===== config.mk =====
export PLATFORM = sky130hd
export DESIGN_NAME = vga_sync_monitor
export DESIGN_NICKNAME = d
export VERILOG_FILES = /design/src/rtl/vga_sync_monitor.sv
export SDC_FILE = /design/constraint.sdc
export NUM_CORES = 1
export LEC_CHECK = 0
export ABC_AREA = 1
export ABC_CLOCK_PERIOD_IN_PS = 4250
export CAP_MARGIN = 20
export CORE_MARGIN = 5
export CORE_UTILIZATION = 56
export CTS_CLUSTER_DIAMETER = 200
export DETAILED_ROUTE_END_ITERATION = 7
export PLACE_DENSITY = 0.81
export REMOVE_ABC_BUFFERS = 1
export SLEW_MARGIN = 10
export SYNTH_ARGS = -nofsm -noshare
export SYNTH_HDL_FRONTEND = slang
export SYNTH_SLANG_ARGS = --single-unit

===== constraint.sdc =====
create_clock -name clk -period 4.25 [get_ports clk]
set_clock_uncertainty 0.1 [all_clocks]
set_input_delay 0.85 -clock clk [delete_from_list [all_inputs] [get_ports clk]]
set_output_delay 0.85 -clock clk [all_outputs]
set_load 0.005 [all_outputs]

===== src/rtl/vga_sync_monitor.sv =====
// Receive-side VGA sync checker: measures line/frame timing against expected
// parameters, reports beam position, error pulses and lock status.
module vga_sync_monitor #(
  parameter int   H_TOTAL     = 800,
  parameter int   H_SYNC_W    = 96,
  parameter int   V_TOTAL     = 525,
  parameter int   V_SYNC_W    = 2,
  parameter logic SYNC_POL    = 1'b0,
  parameter int   LOCK_FRAMES = 2,
  parameter int   HW          = 12,
  parameter int   VW          = 11
) (
  input  logic          clk,
  input  logic          RESET,
  input  logic          H_SYNC,
  input  logic          V_SYNC,
  output logic [HW-1:0] h_pos,
  output logic [VW-1:0] v_pos,
  output logic          frame_start,
  output logic          locked,
  output logic          err,
  output logic [1:0]    err_code,
  output logic [HW-1:0] meas_h_total,
  output logic [VW-1:0] meas_v_total
);

  localparam logic [HW-1:0] C_H_TOTAL  = HW'(H_TOTAL);
  localparam logic [HW-1:0] C_H_SYNC_W = HW'(H_SYNC_W);
  localparam logic [HW-1:0] C_H_TMO    = HW'(2 * H_TOTAL);
  localparam logic [VW-1:0] C_V_TOTAL  = VW'(V_TOTAL);
  localparam logic [VW-1:0] C_V_SYNC_W = VW'(V_SYNC_W);
  localparam logic [3:0]    C_LOCK     = 4'(LOCK_FRAMES);

  typedef enum logic [1:0] {ST_WAIT_VS, ST_MEASURE, ST_LOCKED} state_t;

  state_t        r_state;
  logic          r_hs1, r_hs2, r_vs1, r_vs2;
  logic [HW-1:0] r_h_pos, r_h_width, r_meas_h;
  logic [VW-1:0] r_v_pos, r_v_width, r_meas_v;
  logic [3:0]    r_good_cnt;
  logic          r_frame_bad, r_line_armed;
  logic          r_frame_start, r_locked, r_err;
  logic [1:0]    r_err_code;

  logic          w_hs1_act, w_hs2_act, w_vs1_act, w_vs2_act;
  logic          w_h_lead, w_v_lead, w_v_trail, w_active;
  logic [HW-1:0] w_h_pos_inc;
  logic          w_line_chk, w_line_fail, w_vtot_fail, w_vwid_fail, w_timeout;
  logic          w_frame_clean;

  assign w_hs1_act = (r_hs1 == SYNC_POL);
  assign w_hs2_act = (r_hs2 == SYNC_POL);
  assign w_vs1_act = (r_vs1 == SYNC_POL);
  assign w_vs2_act = (r_vs2 == SYNC_POL);
  assign w_h_lead  = w_hs1_act & ~w_hs2_act;
  assign w_v_lead  = w_vs1_act & ~w_vs2_act;
  assign w_v_trail = ~w_vs1_act & w_vs2_act;
  assign w_active  = (r_state != ST_WAIT_VS);

  // h_pos is cleared on the leading-edge cycle, so the period of the line
  // ending now is h_pos + 1.
  assign w_h_pos_inc = (r_h_pos == {HW{1'b1}}) ? r_h_pos : r_h_pos + HW'(1);

  assign w_line_chk    = w_active & w_h_lead & r_line_armed;
  assign w_line_fail   = w_line_chk & ((w_h_pos_inc != C_H_TOTAL) | (r_h_width != C_H_SYNC_W));
  assign w_vtot_fail   = w_active & w_v_lead & (r_v_pos != C_V_TOTAL);
  assign w_vwid_fail   = w_active & w_v_trail & (r_v_width != C_V_SYNC_W);
  assign w_timeout     = w_active & ~w_h_lead & (w_h_pos_inc >= C_H_TMO);
  // A line error on a coincident hsync edge belongs to the frame being closed.
  assign w_frame_clean = ~(r_frame_bad | w_line_fail | w_vtot_fail);

  always_ff @(posedge clk) begin
    if (!RESET) begin
      r_hs1         <= ~SYNC_POL;
      r_hs2         <= ~SYNC_POL;
      r_vs1         <= ~SYNC_POL;
      r_vs2         <= ~SYNC_POL;
      r_h_pos       <= '0;
      r_h_width     <= '0;
      r_v_pos       <= '0;
      r_v_width     <= '0;
      r_frame_start <= 1'b0;
    end else begin
      r_hs1         <= H_SYNC;
      r_hs2         <= r_hs1;
      r_vs1         <= V_SYNC;
      r_vs2         <= r_vs1;
      r_frame_start <= w_v_lead;

      // The leading-edge cycle is the first active cycle of the pulse.
      if (w_h_lead) begin
        r_h_pos   <= '0;
        r_h_width <= HW'(1);
      end else begin
        r_h_pos <= w_h_pos_inc;
        if (w_hs1_act && r_h_width != {HW{1'b1}})
          r_h_width <= r_h_width + HW'(1);
      end

      if (w_v_lead) begin
        r_v_pos   <= w_h_lead ? VW'(1) : '0;
        r_v_width <= w_h_lead ? VW'(1) : '0;
      end else if (w_h_lead) begin
        if (r_v_pos != {VW{1'b1}})
          r_v_pos <= r_v_pos + VW'(1);
        if (w_vs1_act && r_v_width != {VW{1'b1}})
          r_v_width <= r_v_width + VW'(1);
      end
    end
  end

  always_ff @(posedge clk) begin
    if (!RESET) begin
      r_state      <= ST_WAIT_VS;
      r_good_cnt   <= '0;
      r_frame_bad  <= 1'b0;
      r_line_armed <= 1'b0;
      r_locked     <= 1'b0;
      r_err        <= 1'b0;
      r_err_code   <= 2'd0;
      r_meas_h     <= '0;
      r_meas_v     <= '0;
    end else begin
      r_err <= w_timeout | w_vtot_fail | w_vwid_fail | w_line_fail;
      if (w_timeout)        r_err_code <= 2'd3;
      else if (w_vtot_fail) r_err_code <= 2'd1;
      else if (w_vwid_fail) r_err_code <= 2'd2;
      else if (w_line_fail) r_err_code <= 2'd0;

      if (w_line_chk)
        r_meas_h <= w_h_pos_inc;
      if (w_line_fail || w_vwid_fail)
        r_frame_bad <= 1'b1;

      case (r_state)
        ST_WAIT_VS: begin
          if (w_v_lead) begin
            r_state      <= ST_MEASURE;
            r_good_cnt   <= '0;
            r_frame_bad  <= 1'b0;
            r_line_armed <= w_h_lead;
          end
        end
        ST_MEASURE, ST_LOCKED: begin
          if (w_h_lead)
            r_line_armed <= 1'b1;
          if (w_timeout) begin
            r_state      <= ST_WAIT_VS;
            r_locked     <= 1'b0;
            r_good_cnt   <= '0;
            r_frame_bad  <= 1'b0;
            r_line_armed <= 1'b0;
          end else if (w_v_lead) begin
            r_meas_v    <= r_v_pos;
            r_frame_bad <= 1'b0;
            if (!w_frame_clean) begin
              r_state    <= ST_MEASURE;
              r_locked   <= 1'b0;
              r_good_cnt <= '0;
            end else if (r_state == ST_MEASURE) begin
              r_good_cnt <= r_good_cnt + 4'd1;
              if (r_good_cnt + 4'd1 == C_LOCK) begin
                r_state  <= ST_LOCKED;
                r_locked <= 1'b1;
              end
            end
          end
        end
        default: r_state <= ST_WAIT_VS;
      endcase
    end
  end

  assign h_pos        = r_h_pos;
  assign v_pos        = r_v_pos;
  assign frame_start  = r_frame_start;
  assign locked       = r_locked;
  assign err          = r_err;
  assign err_code     = r_err_code;
  assign meas_h_total = r_meas_h;
  assign meas_v_total = r_meas_v;

endmodule


== Word level (Yosys, flattened, before mapping) ==
Index checks and enable logic that the tools add are counted.

* Add/sub/neg operators: 5
* Order comparisons: 1
* Eq/ne operators: 16
* Multiplexer cells: 40
* Bitwise operators: 24
* Reduce and logical (&&, ||, !) cells: 23

{| class="wikitable"
|+ Operators by type and width
! cell !! number
|-
| two-way mux 11 bit || 6
|-
| adder 12 x 1 -> 12 bit (second input constant) || 2
|-
| adder 11 x 1 -> 11 bit (second input constant) || 2
|-
| != test 11 bit (second input constant) || 2
|-
| two-way mux 2 bit || 10
|-
| two-way mux 4 bit || 5
|-
| two-way mux 1 bit || 14
|-
| nonzero test 2 bit || 7
|-
| AND 1 bit || 12
|-
| equality test 12 bit (second input constant) || 1
|-
| >= comparator 12 x 11 -> 1 bit (second input constant) || 1
|-
| two-way mux 12 bit || 1
|-
| != test 12 x 10 -> 1 bit (second input constant) || 1
|-
| != test 12 bit (second input constant) || 1
|-
| != test 12 x 7 -> 1 bit (second input constant) || 1
|-
| AND reduction 4 bit || 3
|-
| != test 11 x 10 -> 1 bit (second input constant) || 1
|-
| != test 11 x 2 -> 1 bit (second input constant) || 1
|-
| != test 4 bit (second input constant) || 2
|-
| one-hot mux 4 bit (2 select lines) || 1
|-
| != test 3 bit (second input constant) || 2
|-
| inverter 1 bit || 6
|-
| bitwise OR 1 bit || 6
|-
| AND reduction 3 bit || 2
|-
| 14 further kinds || 19
|}

* Register bits after elaboration: 86
* Input port bits: 4
* Output and inout port bits: 51

== Longest topological paths before layout ==
Gate-level depths: netlist of the first run.

* Depth after elaboration: 11
* Depth in mapped cells: 20
* Mapped depth without buffers: 20

== Worst setup path before layout of the first run ==
No wires, ideal clock.

* Kind: in2reg
* Start: input port RESET
* End: register r_h_pos[3], in the netlist h_pos[3]
* Library setup time: 71 ps
* Data arrival time: 2,077 ps
* Required time: 4,079 ps
* Path slack: 2,002 ps
* Stages: 6
* Cells stage by stage: clkbuf_1 > clkinv_1 > nor2_1 > inv_1 > clkbuf_1 > a21oi_1

* Cells in the longest elaborated chain, start to end: 2

{| class="wikitable"
|+ Ends and longest elaborated chain
! element !! RTL line !! text
|-
| start: declaration || 14 || <nowiki>input logic RESET,</nowiki>
|-
| inverter 1 bit (no source line) || - ||
|-
| OR reduction 2 bit (no source line) || - ||
|-
| end signal: assignment || 95 || <nowiki>r_h_pos <= w_h_pos_inc;</nowiki>
|-
| end: declaration || 38 || <nowiki>logic [HW-1:0] r_h_pos, r_h_width, r_meas_h;</nowiki>
|}

Every way passes these cells.
A chain may end at the register's enable or synchronous reset.

== Worst setup path in the final report of the first run ==
* Start: register r_h_pos[0], in the netlist h_pos[0]
* End: register r_meas_v[6], in the netlist meas_v_total[6]

* Cells in the longest elaborated chain, start to end: 6
* Elaborated cells on any way between the ends: 7
* Classes of those cells: add/sub (1); order compare (1); eq/ne (1); mux (1); bitwise (2); reduce/logical (1)

{| class="wikitable"
|+ Ends and longest elaborated chain
! element !! RTL line !! text
|-
| adder 12 x 1 -> 12 bit / equality test 12 bit (equally long branches) || 62 || <nowiki>assign w_h_pos_inc = (r_h_pos == {HW{1'b1}}) ? r_h_pos : r_h_pos + HW'(1);</nowiki>
|-
| two-way mux 12 bit (*) || 62 ||
|-
| >= comparator 12 x 11 -> 1 bit (*) || 68 || <nowiki>assign w_timeout = w_active & ~w_h_lead & (w_h_pos_inc >= C_H_TMO);</nowiki>
|-
| AND 1 bit (*) || 68 ||
|-
| inverter 1 bit (no source line) (*) || - ||
|-
| AND reduction 3 bit (no source line) (*) || - ||
|-
| end signal: assignment || 154 || <nowiki>r_meas_v <= r_v_pos;</nowiki>
|-
| end: declaration || 39 || <nowiki>logic [VW-1:0] r_v_pos, r_v_width, r_meas_v;</nowiki>
|}

Mark *: on every way between the ends. The rest lies on a longest branch, timed or not.

==> impl_metrics.ini, run 1 <==
[logic_synthesis]
yosysTopAreaCellShare = 0.410
synth.distinct_cells = 40
postSynthAreaPerCell_um2 = 7.21
synth.area.top_cells = dfxtp_1 (41%), inv_1 (9.3%), nand2_1 (8.9%)
syn_inst = 582
synth-seq-cells = 86
yosys_warnings = 0
mappedNetlistArea_mm2 = 0.00420
yosysTopAreaCell = dfxtp_1
yosysSeqAreaShare = 0.410

[cts]
clkLatencyLatePin_ns = 0.36
cts_made_buffers = 9
cts_tree = done
post-cts-setup-buffers = 0
root_buffer = clkbuf_8
numClockSinks = 86
cts_resized = 0
cts_max_level = 3
clkTransAtPathRegs_ns = 0.09
cts_buffer_depth = 2
holdBufCountCts = 0

[place]
placedCellCount = 726
dpl_cell_area_mm2 = 0.00482
routabilityCongestion = 0.856
dp_worst_setup_slack_ns = 1.22
io_buffers = 54
dp_hpwl_um = 7200

[drt]
post_drt_via_cell_ratio = 5.13
ant_nets = 0
wl_um = 9350
drc_errors = 0
num_vias = 3807
drtIter0Drc = 219
firstDrtPassIters = 5
wl_per_cell_um = 12.6

[grt]
top_usage_layer = met2
grt_usage = 0.222
grt_pass1_wl_um = 16500
use_met2 = 0.396
grt-ovfl-total = 0
grt_start_max_net_pins = 35
grtUsageMet3 = 0.0333
grt_util_met1 = 0.263
grt_pass1_vias = 3771
antenna_found_initial = 0

[floorplanning]
io_pins = 55
initial_core_util = 0.575
die-area_mm2 = 0.00932
die_y_um = 96.6
die_w_um = 96.6
coreArea_mm2 = 0.00729
rows = 31

[worst_setup_path]
path_cells = ha_1 > nand2_2 > nor2_4 > nand3_4 > nand3_1 > nor2_1 > nand3_2 > nand2_2 > nand2_4 > nand3_1 > o21ai_0 > a21oi_1
timing.rr.start = h_pos[0]
critPathArrivalTime_ns = 3.03
cp_slowest_cell = nand3_1
r2r-end = meas_v_total[6]
rr_worst_depth = 12
required_ns = 4.38
regToRegSetupSlack_ns = 1.35
worst-setup-path-type = reg2reg
max_stage_delay_ns = 0.48
crit_fanout = 22
cp-end-kind = flop
critPathLaunchType = flop

[run]
cap_violations = 0

[timing]
period_share = 0.683
tns_ns = 0
hold_viol_final = 0
period_needed_ns = 2.90
drv_slew = 0
rsz0062_at_grt = no
slew_headroom = 0.547
finalSetupViolCount = 0
tightest_slew_ns = 0.678
holdWs_ns = 0.347
layout_setup_ws_ns = 1.35
fmax_ghz = 0.345

[finish]
stdcell_count = 742
layout_common_cells = inv_1 (104), nand2_1 (99), dfxtp_1 (86)
layout-drive-gt1-share = 0.0840
syn2layout_area_growth_pct = 19.2
final_common_cell = inv_1
finish.utilization = 0.686
nets = 655
final_area_mm2 = 0.00500
num_antenna_cells = 0

[min_path]
hold_path_class = reg2reg
min_path_cells = 2
min_to = meas_v_total[0]
hp-start = meas_v_total[0]

[power]
p_leak_nw = 2.06
peakVddDrop_v = 0.000241
powerDensity_mw_per_mm2 = 371
power_mw = 1.85

[run_status]
status = finished, final reports clean
-- synth_stat cells --
| cell | n |
|---|---|
| inv_2 | 3 |
| ha_1 | 13 |
| or2_4 | 1 |
| nand3_2 | 3 |
| dfxtp_1 | 86 |
| or2_2 | 3 |
| nand2_4 | 3 |
| nor2_4 | 7 |
| buf_4 | 1 |
| buf_2 | 1 |
| xnor2_1 | 2 |
| a211oi_1 | 1 |
| nor4_1 | 4 |
| clkbuf_2 | 1 |
| buf_6 | 1 |
| inv_1 | 104 |
| nor2_1 | 49 |
| a221oi_1 | 2 |
| a21oi_1 | 51 |
| nand4_1 | 10 |
| clkbuf_1 | 6 |
| nor3_1 | 14 |
| o211ai_1 | 7 |
| and2_4 | 1 |
| o21ai_1 | 1 |
| nor3b_1 | 1 |
| o31ai_1 | 2 |
| nand3b_1 | 1 |
| nand3_4 | 1 |
| a31oi_1 | 1 |
| o221ai_1 | 1 |
| nand2_1 | 99 |
| nand2_2 | 6 |
| nand3_1 | 40 |
| o21ai_0 | 40 |
| clkinv_1 | 2 |
| nor2_8 | 1 |
| nor2_2 | 7 |
| buf_1 | 1 |
| xor2_1 | 4 |
-- routing by layer --
metal,up-vias,wire length [um]
met4,0,144
met5,-,0
met2,44,4810
li1,1985,-
met1,1765,4160
met3,13,238
-- state kept, by name (all words and copies together) (netlist names), 2 cells and up --
| register | count |
|---|---|
| h_pos | 12 |
| meas_h_total | 12 |
| r_h_width | 12 |
| meas_v_total | 11 |
| r_v_width | 11 |
| v_pos | 11 |
| r_good_cnt | 4 |
| err_code | 2 |
| r_state | 2 |
-- critical path: cells and delay by family, from the launching register on --
family / cells / cell delay (ns)
simple gates: 9 / 1.55
flops: 1 / 0.46
compound gates: 2 / 0.43
fa+ha+maj: 1 / 0.22
-- area by class of cell --
cell class,instances,area (um^2)
Clock buffer,10,138
Clock inverter,6,45.0
Fill cell,644,2290
Inverter,109,409
Multi-Input combinational cell,376,2010
Sequential cell,86,1720
Tap cell,99,124
Timing Repair Buffer,56,556
-- cells by family (layout without fill, tap and decap cells) --
kind of cell,count (synthesis),after routing,synth area share
flip-flops,86,86,0.410
AND/OR/NAND/NOR,251,251,0.292
buffers and inverters,120,181,0.111
XOR/XNOR,6,6,0.0125
AO/OA/AOI/OAI,106,106,0.135
adder cells (fa/ha/maj),13,13,0.0388
-- power by group --
part           switching, mW  internal [mW]  leakage [nW]
Sequential            0.0428          0.857         0.697
Clock                  0.297          0.230        0.0849
Combinational          0.251          0.176          1.28
-- worst max-delay path by stage --
stage / to / slack (ns) / start / cells past startpoint
final: meas_v_total[6] / 1.35 / h_pos[0] / 12
after global routing: meas_v_total[0] / 1.06 / h_pos[0] / 14
after CTS: meas_v_total[9] / 1.35 / h_pos[0] / 12
after detailed placement: r_h_width[10] / 1.22 / RESET / 5
after global placement: r_h_width[10] / 1.28 / RESET / 5
after floorplan: meas_v_total[0] / 1.88 / h_pos[0] / 14
No activity file was read; power rests on OpenSTA's default activity.
==> run 2: changes to the inputs <==
--- a/config.mk
+++ b/config.mk
@@ -6,13 +6,13 @@
 export NUM_CORES = 1
 export LEC_CHECK = 0
 export ABC_AREA = 1
-export ABC_CLOCK_PERIOD_IN_PS = 4250
+export ABC_CLOCK_PERIOD_IN_PS = 2500
 export CAP_MARGIN = 20
 export CORE_MARGIN = 5
-export CORE_UTILIZATION = 56
+export CORE_UTILIZATION = 50
 export CTS_CLUSTER_DIAMETER = 200
 export DETAILED_ROUTE_END_ITERATION = 7
-export PLACE_DENSITY = 0.81
+export PLACE_DENSITY = 0.76
 export REMOVE_ABC_BUFFERS = 1
 export SLEW_MARGIN = 10
 export SYNTH_ARGS = -nofsm -noshare
==> constraint.sdc (replaced) <==
create_clock -name clk -period 2.5 [get_ports clk]
set_clock_uncertainty 0.1 [all_clocks]
set_input_delay 0.5 -clock clk [delete_from_list [all_inputs] [get_ports clk]]
set_output_delay 0.5 -clock clk [all_outputs]
set_load 0.005 [all_outputs]
==> run 2 against run 1 <==
  * Routed wire length increased by 2.4%
  * Register-to-register slack lost 1.2 ns
  * Via count grew 2.3%
  * Non-clock buffer count increased by 15
  * First-iteration DRC count is 12% lower
  * Sequential power rose by 70%
  * Sequential share of layout area shrank 1.3 points
==> impl_metrics.ini, run 2 (synthesis gave the netlist of run 1 again) <==
[worst_setup_path]
required_ns = 2.66
cp-end-kind = flop
worst-setup-path-type = reg2reg
max_stage_delay_ns = 0.37
cp_slowest_cell = dfxtp_2
path_cells = ha_4 > nand2_2 > nor2_4 > buf_4 > xor2_1 > or2_2 > nor2_1 > nand3_1 > nand2_2 > nand2_4 > nor2_4 > nand2_4 > and2_4 > nor2_2 > nor2_1
crit_fanout = 5
crit_family = simple AND/OR/NAND/NOR gates
critPathArrivalTime_ns = 2.53
critPathLaunchType = flop
path_buf_inv = 1

[power]
comb_power_share = 0.225
intPower_mw = 2.37
pwr-share-seq = 0.452
peakVddDrop_v = 0.000333
powerDensity_mw_per_mm2 = 650
p_leak_nw = 2.18
swShare = 0.300
switchingPower_mw = 1.01
clockPowerShare = 0.323

[grt]
grt_start_max_net_pins = 35
grt-ovfl-total = 0
grt_pass1_wl_um = 16200
grt_usage = 0.194
antenna_found_initial = 0
grt_pass1_vias = 3656

[place]
routabilityCongestion = 0.915
dpl_cell_area_mm2 = 0.00490
dp_worst_setup_slack_ns = 0.115
dp_hpwl_um = 7150
io_buffers = 54

[timing]
slew_headroom = 0.661
holdWs_ns = 0.348
period_needed_ns = 2.37
drv_slew = 0
period_share = 0.947
fmax_ghz = 0.422
finalSetupViolCount = 0
tightest_slew_ns = 0.508
hold_viol_final = 0
layout_setup_ws_ns = 0.133

[drt]
wl_um = 9580
num_vias = 3894
wl_per_cell_um = 12.6
firstDrtPassIters = 5
ant_nets = 0
post_drt_via_cell_ratio = 5.10
drtIter0Drc = 192
drc_errors = 0

[run]
cap_violations = 0

[cts]
clkLatencyLatePin_ns = 0.36
cts_max_level = 3
holdBufCountCts = 0
clkTransAtPathRegs_ns = 0.09
cts_tree = done
cts_made_buffers = 9
cts_buffer_depth = 2
numClockSinks = 86
root_buffer = clkbuf_8

[finish]
layout_common_cells = inv_1 (104), nand2_1 (97), dfxtp_1 (84)
num_antenna_cells = 0
syn2layout_area_growth_pct = 24.1
nets = 670
layout-drive-gt1-share = 0.114
final_area_mm2 = 0.00521
final_common_cell = inv_1

[floorplanning]
die-area_mm2 = 0.0103
initial_core_util = 0.511
coreArea_mm2 = 0.00822
io_pins = 55
die_y_um = 102
die_w_um = 102
rows = 33

[run_status]
status = finished, final reports clean

[min_path]
hold_path_class = reg2reg
## run 2: cell count changes in the layout (fill, tap and decap cells not counted), moves of 2 or more
cell / change
buf_4: +15
bufinv_16: +2
clkinvlp_4: -2
dfxtp_1: -2
dfxtp_2: +2
nand2_1: -2
nand2_4: +2
nand3_1: -2
nand3_2: +2
## run 2: power groups by stage
stage | clock network (mW) | logic, mW | registers [mW]
global placement | 0 | 0.719 | 1.56
floorplan | 0 | 0.523 | 1.55
finish | 1.09 | 0.762 | 1.53
CTS | 1.12 | 0.744 | 1.53
global route | 1.19 | 0.861 | 1.54
detailed placement | 0 | 0.738 | 1.56
## run 2: worst paths after layout
check                         from               end  slack [ns]  cells past startpoint
setup / recovery          h_pos[0]     r_good_cnt[2]        0.13                     15
hold reg to reg   meas_v_total[10]  meas_v_total[10]        0.35                      2
setup reg to reg          h_pos[0]     r_good_cnt[2]        0.13                     15
hold / removal    meas_v_total[10]  meas_v_total[10]        0.35                      2
## run 2: per-stage QoR
stage | setup TNS (ns) | std cells | util | power, mW
6_report | 0 | 763 | 0.634 | 3.38
5_1_grt | -0.0200 | 763 | 0.634 | 3.59
4_1_cts | 0 | 758 | 0.624 | 3.39
3_5_place_dp | 0 | 742 | 0.597 | 2.30
3_3_place_gp | 0 | 742 | 0.597 | 2.28
2_1_floorplan | 0 | 571 | - | 2.08
## run 2: repair_timing
| item | 4_1_cts | 5_1_grt |
|---|---|---|
| setup endpoints to repair | 0 | 17 |
| gates resized for setup | 0 | 11 |
| setup buffers | 0 | 5 |
| endpoints found under the hold margin | 0 | 0 |
## run 2: area by class of cell
class	count	area, um^2
Fill cell	723	3010
Multi-Input combinational cell	376	2050
Sequential cell	86	1720
Timing Repair Buffer	71	668
Inverter	109	409
Clock buffer	11	141
Tap cell	105	131
Clock inverter	5	81.3
## run 2: routing by layer
layer | vias to the layer above | share of wire | track usage
met1 | 1764 | 0.43 | 0.234
met2 | 105 | 0.50 | 0.341
li1 | 2012 | - | -
met3 | 13 | 0.050 | 0.0310
met4 | 0 | 0.016 | 0.0859
met5 | - | 0 | 0
## run 2: worst reg2reg max path, delay by kind of cell, from the launching register on
| family | cells | cell delay [ns] |
|---|---|---|
| XOR/XNOR | 1 | 0.05 |
| adder cells (fa/ha/maj) | 1 | 0.14 |
| buffers and inverters | 1 | 0.15 |
| flip-flops | 1 | 0.37 |
| AND/OR/NAND/NOR | 12 | 1.45 |
